## config.mk

```make
export PLATFORM = sky130hd
export DESIGN_NAME = cp0_exc_ctrl
export DESIGN_NICKNAME = d
export VERILOG_FILES = /design/src/rtl/cp0_pkg.sv /design/src/rtl/cp0_int_sync.sv /design/src/rtl/cp0_exc_ctrl.sv
export SDC_FILE = /design/constraint.sdc
export NUM_CORES = 1
export LEC_CHECK = 0
export BUFFER_PORTS_ARGS = -buffer_cell sky130_fd_sc_hd__buf_2
export CORE_UTILIZATION = 47
export CTS_CLUSTER_DIAMETER = 100
export DETAILED_ROUTE_END_ITERATION = 8
export PLACE_DENSITY = 0.8
export SLEW_MARGIN = 20
export SYNTH_ARGS = -nofsm -noshare
export SYNTH_HDL_FRONTEND = slang
export SYNTH_SLANG_ARGS = --single-unit
```

## constraint.sdc

```tcl
create_clock -name clk -period 2.5 [get_ports clk]
set_input_delay 0.5 -clock clk [delete_from_list [all_inputs] [get_ports clk]]
set_output_delay 0.5 -clock clk [all_outputs]
set_load 0.05 [all_outputs]
```

## src/rtl/cp0_pkg.sv

```systemverilog
// CP0 exception controller shared definitions.
// ExcCodes, vector defaults, Status bit positions and FSM encoding.
package cp0_pkg;

    localparam logic [4:0] EXC_INT  = 5'd0;
    localparam logic [4:0] EXC_ADEL = 5'd4;
    localparam logic [4:0] EXC_ADES = 5'd5;
    localparam logic [4:0] EXC_SYS  = 5'd8;
    localparam logic [4:0] EXC_BP   = 5'd9;
    localparam logic [4:0] EXC_RI   = 5'd10;
    localparam logic [4:0] EXC_OV   = 5'd12;

    localparam logic [31:0] VEC_NORMAL_DEF = 32'h8000_0180;
    localparam logic [31:0] VEC_BOOT_DEF   = 32'hBFC0_0380;

    localparam int HW_INT_DEF = 6;

    localparam int ST_BEV = 22;
    localparam int ST_ERL = 2;
    localparam int ST_EXL = 1;
    localparam int ST_IE  = 0;

    typedef enum logic [1:0] {
        S_IDLE  = 2'd0,
        S_TAKE  = 2'd1,
        S_RET   = 2'd2,
        S_REDIR = 2'd3
    } cp0_state_e;

    // A delay-slot instruction restarts at its branch.
    function automatic logic [31:0] epc_of(
        input logic [31:0] pc,
        input logic        bd
    );
        return bd ? pc - 32'd4 : pc;
    endfunction

endpackage

```

## src/rtl/cp0_int_sync.sv

```systemverilog
// Two-flop synchronizer for the external interrupt lines.
// Ports: clk, rst (sync, active-high), async_in -> sync_out.
module cp0_int_sync #(
    parameter int W = 6
) (
    input  logic         clk,
    input  logic         rst,
    input  logic [W-1:0] async_in,
    output logic [W-1:0] sync_out
);

    logic [W-1:0] meta;

    always_ff @(posedge clk) begin
        if (rst) begin
            meta     <= '0;
            sync_out <= '0;
        end else begin
            meta     <= async_in;
            sync_out <= meta;
        end
    end

endmodule

```

## src/rtl/cp0_exc_ctrl.sv

```systemverilog
// CP0 exception/interrupt controller: arbitration, Cause/EPC, flush/redirect.
// Ports: clk, rst, status_q, hw_int, MEM-stage info, mtc0 writes -> exl_next, flush, redirect, redirect_pc, cause_q, epc_q.
module cp0_exc_ctrl
    import cp0_pkg::*;
#(
    parameter logic [31:0] EXC_VEC_NORMAL = VEC_NORMAL_DEF,
    parameter logic [31:0] EXC_VEC_BOOT   = VEC_BOOT_DEF,
    parameter int          NUM_HW_INT     = HW_INT_DEF
) (
    input  logic                  clk,
    input  logic                  rst,
    input  logic [31:0]           status_q,
    input  logic [NUM_HW_INT-1:0] hw_int,
    input  logic                  mem_valid,
    input  logic [31:0]           mem_pc,
    input  logic                  mem_bd,
    input  logic                  exc_valid,
    input  logic [4:0]            exc_code,
    input  logic                  eret,
    input  logic                  cause_we,
    input  logic                  epc_we,
    input  logic [31:0]           mtc_data,
    output logic                  exl_next,
    output logic                  flush,
    output logic                  redirect,
    output logic [31:0]           redirect_pc,
    output logic [31:0]           cause_q,
    output logic [31:0]           epc_q
);

    cp0_state_e state, state_nx;

    logic [NUM_HW_INT-1:0] ip_hw;
    logic [1:0]            ip_sw;
    logic                  bd_q;
    logic [4:0]            code_q;

    logic                  lat_en;
    logic [4:0]            lat_code_nx;
    logic [4:0]            lat_code;
    logic [31:0]           lat_pc;
    logic                  lat_bd;
    logic                  int_req;

    cp0_int_sync #(
        .W(NUM_HW_INT)
    ) u_sync (
        .clk     (clk),
        .rst     (rst),
        .async_in(hw_int),
        .sync_out(ip_hw)
    );

    assign cause_q = {bd_q, 15'b0, ip_hw, ip_sw,
                      1'b0, code_q, 2'b00};

    assign int_req = status_q[ST_IE]
                   & ~status_q[ST_EXL]
                   & ~status_q[ST_ERL]
                   & (|(cause_q[15:8] & status_q[15:8]))
                   & mem_valid;

    always_ff @(posedge clk) begin
        if (rst) begin
            state <= S_IDLE;
        end else begin
            state <= state_nx;
        end
    end

    always_comb begin
        state_nx    = state;
        flush       = 1'b0;
        redirect    = 1'b0;
        redirect_pc = 32'h0;
        exl_next    = status_q[ST_EXL];
        lat_en      = 1'b0;
        lat_code_nx = EXC_INT;
        unique case (state)
            S_IDLE: begin
                if (int_req) begin
                    state_nx    = S_TAKE;
                    lat_en      = 1'b1;
                    lat_code_nx = EXC_INT;
                end else if (exc_valid) begin
                    state_nx    = S_TAKE;
                    lat_en      = 1'b1;
                    lat_code_nx = exc_code;
                end else if (eret) begin
                    state_nx    = S_RET;
                end
            end
            S_TAKE: begin
                flush    = 1'b1;
                exl_next = 1'b1;
                state_nx = S_REDIR;
            end
            S_REDIR: begin
                redirect    = 1'b1;
                redirect_pc = status_q[ST_BEV] ? EXC_VEC_BOOT
                                               : EXC_VEC_NORMAL;
                state_nx    = S_IDLE;
            end
            S_RET: begin
                flush       = 1'b1;
                redirect    = 1'b1;
                redirect_pc = epc_q;
                exl_next    = 1'b0;
                state_nx    = S_IDLE;
            end
            default: state_nx = S_IDLE;
        endcase
    end

    // Snapshot of the faulting instruction, committed to Cause/EPC in TAKE.
    always_ff @(posedge clk) begin
        if (rst) begin
            lat_code <= 5'd0;
            lat_pc   <= 32'h0;
            lat_bd   <= 1'b0;
        end else if (lat_en) begin
            lat_code <= lat_code_nx;
            lat_pc   <= mem_pc;
            lat_bd   <= mem_bd;
        end
    end

    // TAKE update has priority over a concurrent mtc0 write.
    always_ff @(posedge clk) begin
        if (rst) begin
            bd_q   <= 1'b0;
            code_q <= 5'd0;
            ip_sw  <= 2'b00;
            epc_q  <= 32'h0;
        end else if (state == S_TAKE) begin
            bd_q   <= lat_bd;
            code_q <= lat_code;
            epc_q  <= epc_of(lat_pc, lat_bd);
        end else begin
            if (cause_we) begin
                ip_sw <= mtc_data[9:8];
            end
            if (epc_we) begin
                epc_q <= mtc_data;
            end
        end
    end

    logic unused_status;
    assign unused_status = ^{status_q[31:23], status_q[21:16],
                             status_q[7:3]};

endmodule

```

==> key figures <==
Yosys
  – Cell with the most instances after synthesis: nand2_1
  – Sequential fraction of the synthesis area: 0.3903
  – EDFF count, synth: 0
  – Syn Inst Count: 543
  – Synth cell count leaders: nand2_1, dfxtp_1, a211oi_1
  – Top cell type by total area after synthesis: dfxtp_1
  – Post-synth ARST share: 0
  – Post-synth top area share: 0.3903
  – Top cells by area, synth: dfxtp_1, mux2i_1, a211oi_1
  – Synthesized flop and latch total: 92
  – Commonest register cell after synthesis: dfxtp_1
  – Synth Area per Inst: 8.689 um^2
  – Warnings, synthesis: 0
  – Cell variety after synth: 53
  – Mapped cell area: 4718 um^2

Finish
  – Number of fill cells in the layout: 842
  – Area of the multi-input gates: 2591 um^2
  – Ant diodes: 0
  – Share of cells above drive strength 1: 0.3088
  – Sequential Area: 1842 um^2
  – Nets@finish: 822
  – Area growth, synth to finish: 23.50%

Detailed routing
  – Via/cell ratio: 5.068
  – Drc violations: 0
  – Final ANT Viol Nets: 0
  – DR iter-0 viols: 250
  – Wirelength, routed: 12050 um
  – DRT Pass-1 Iters: 4
  – WL per Instance: 14.36 um
  – Vias: 4252

Power
  – Sequential share of power: 0.438
  – Net Sw Power: 1497 uW
  – Comb pwr share: 0.323
  – Switch share: 0.3798
  – Int Pwr: 2444 uW
  – Leakage power total: 0.002687 uW
  – PD cells: 676.3 nW/um^2
  – Maximum VDD drop: 0.2416 mV
  – Clock network fraction of design power: 0.239
  – Total power: 3941 uW

Clock network
  – Clk Latency, worst-skew pair: 360 ps
  – H-tree depth: 3
  – Setup Buffers After CTS: 0
  – CTS Hold Bufs: 0
  – Clk sinks: 92
  – Clock slew at reported path FFs: 90 ps
  – CTS tree: yes
  – Maximum root-to-sink buffer count: 2
  – TritonCTS Buffers: 9
  – Gates resized, CTS repair: 0
  – Clock root buffer: clkbuf_8

STA
  – Achievable Freq: 427.4 MHz
  – Post-route clock period utilization: 0.9359
  – Max-slew headroom: 0.5855
  – Worst clock skew: 9.052 ps
  – Final Setup Violations: 0
  – Fin Setup TNS: 0 ps
  – RSZ-0062 raised after global routing: false
  – Max-slew violations: 0
  – Worst-Margin Slew: 621.7 ps
  – Final Hold Viols: 0
  – Min cycle time layout: 2340 ps

Worst setup path
  – R2R setup slack: 160 ps
  – Worst path cell trace: or4_4, or4_1, or4b_1, xor2_1, a211oi_2
  – CP top delay family: simple AND/OR/NAND/NOR gates
  – CP Data Arrival Time: 2620 ps
  – Slowest CP cell: or4_4
  – Path depth of the worst reg2reg path: 5
  – Worst r2r src: lat_pc[23]
  – Worst setup EP type: flip-flop
  – Max incr delay on CP: 560 ps
  – Worst R2R End: epc_q[31]
  – CP Launch Type: flip-flop
  – Critical Path RT: 2790 ps
  – Critical path class: flip-flop to flip-flop
  – CP Buf/Inv Count: 0
  – Worst-path maximum fanout: 5

Run
  – Max_cap viols: 0

Run status
  – Status: finished clean

Global route
  – Number of global-route vias before repair: 3810
  – Largest net degree at the start of global routing: 60
  – Grt ovf: 0
  – First-pass GRT wire length: 18730 um
  – Gr usage total: 0.2334
  – Initial antenna violation count: 0

Floorplanning
  – Starting Density: 0.4850
  – Die area: 10440 um^2
  – Core area: 9729 um^2
  – Die width: 102.2 um
  – Chip height: 102.2 um
  – Boundary pin count: 214
  – # rows: 36

Worst hold path
  – Hold Crit Endpoint: u_sync.meta[5]
  – Hold Crit Class: primary input to flip-flop
  – Worst hold start: hw_int[5]
  – Hold-critical path depth: 2

Placed design
  – GP Congestion: 0.8753
  – IO Port Bufs: 175
  – DP Wirelength: 9146 um
## layout make-up
| type | instances | area share |
|---|---|---|
| multi-input cells | 399 | 0.4447 |
| flip-flops and latches | 92 | 0.3161 |
| repair buffers | 188 | 0.1714 |
| well taps | 133 | 0.02856 |
| clock buffers | 12 | 0.02663 |
| inverters | 11 | 0.007086 |
| clock inverters | 4 | 0.005583 |
## metal layers
| layer | part of all wire | routed length [um] | up-vias | track usage |
|---|---|---|---|---|
| met4 | 0.017 | 204 | 0 | 0.09451 |
| met5 | 0 | 0 | - | 0 |
| met3 | 0.046 | 555 | 16 | 0.03078 |
| met1 | 0.47 | 5665 | 1953 | 0.3165 |
| met2 | 0.47 | 5622 | 131 | 0.3758 |
| li1 | - | - | 2152 | - |
## flip-flops by register name (all words and copies together) (netlist names)
register	flops
lat_code	5
lat_bd	1
code_q	5
u_sync.meta	6
u_sync.sync_out	6
lat_pc	32
state	2
ip_sw	2
bd_q	1
epc_q	32
## kinds of logic after synthesis
group,after synthesis,share of synthesized area
AO/OA/AOI/OAI,86,0.1358
XOR/XNOR,28,0.05198
adder cells (fa/ha/maj),6,0.01591
buffers and inverters,69,0.07690
flip-flops,92,0.3903
multiplexers,45,0.09652
other,1,0.0007948
AND/OR/NAND/NOR,216,0.2318
## worst max-delay path by stage
stage / start / cells past startpoint / slack (ps) / end
finish: lat_pc[23] / 5 / 160 / epc_q[31]
detailed placement: lat_pc[23] / 5 / 190 / epc_q[31]
floorplan: ip_sw[1] / 7 / 200 / lat_pc[17]
global route: lat_pc[6] / 5 / 4 / epc_q[26]
global placement: lat_pc[23] / 5 / 230 / epc_q[31]
CTS: state[0] / 5 / 130 / redirect_pc[5]
## worst reg2reg max path: stages (launching register included)
cell and delay (ps):
dfxtp_1 360, or4_4 560, or4_1 450, or4b_1 510, xor2_1 180, a211oi_2 210
## placed cells by master, fill, tap and decap left out, types with 5 or more instances in the layout
cell	count
inv_1	10
mux2i_1	41
buf_4	11
xor2_1	14
dfxtp_1	92
nor2_1	21
ha_1	5
buf_2	175
xnor2_1	14
conb_1	18
a211oi_1	52
nand2_1	98
o21ai_0	8
nor4_1	6
o32ai_1	5
nand3_1	5
nor2b_1	41
nor3_1	5
clkbuf_8	11
and2_1	20
## stage by stage
stage                     cell area (um^2)  hold slack, ps  utilization  cells  setup WS [ps]
after floorplan                       4782           413.8            -    560          196.5
after global placement                5639           418.5       0.5796    823          233.2
after detailed placement              5639           426.1       0.5796    823          192.8
after CTS                             5827           330.2       0.5989    839          129.5
after global routing                  5827           346.1       0.5989    839          3.787
final                                 5827           342.9       0.5989    839          160.3
## power groups by stage
stage	clock network [uW]	logic, uW	registers [uW]
after detailed placement	0	1270	1760
final	942	1270	1720
after floorplan	0	737	1970
after CTS	961	1270	1720
after global routing	1030	1370	1750
after global placement	0	1240	1750
(Power assumes the default switching activity.)
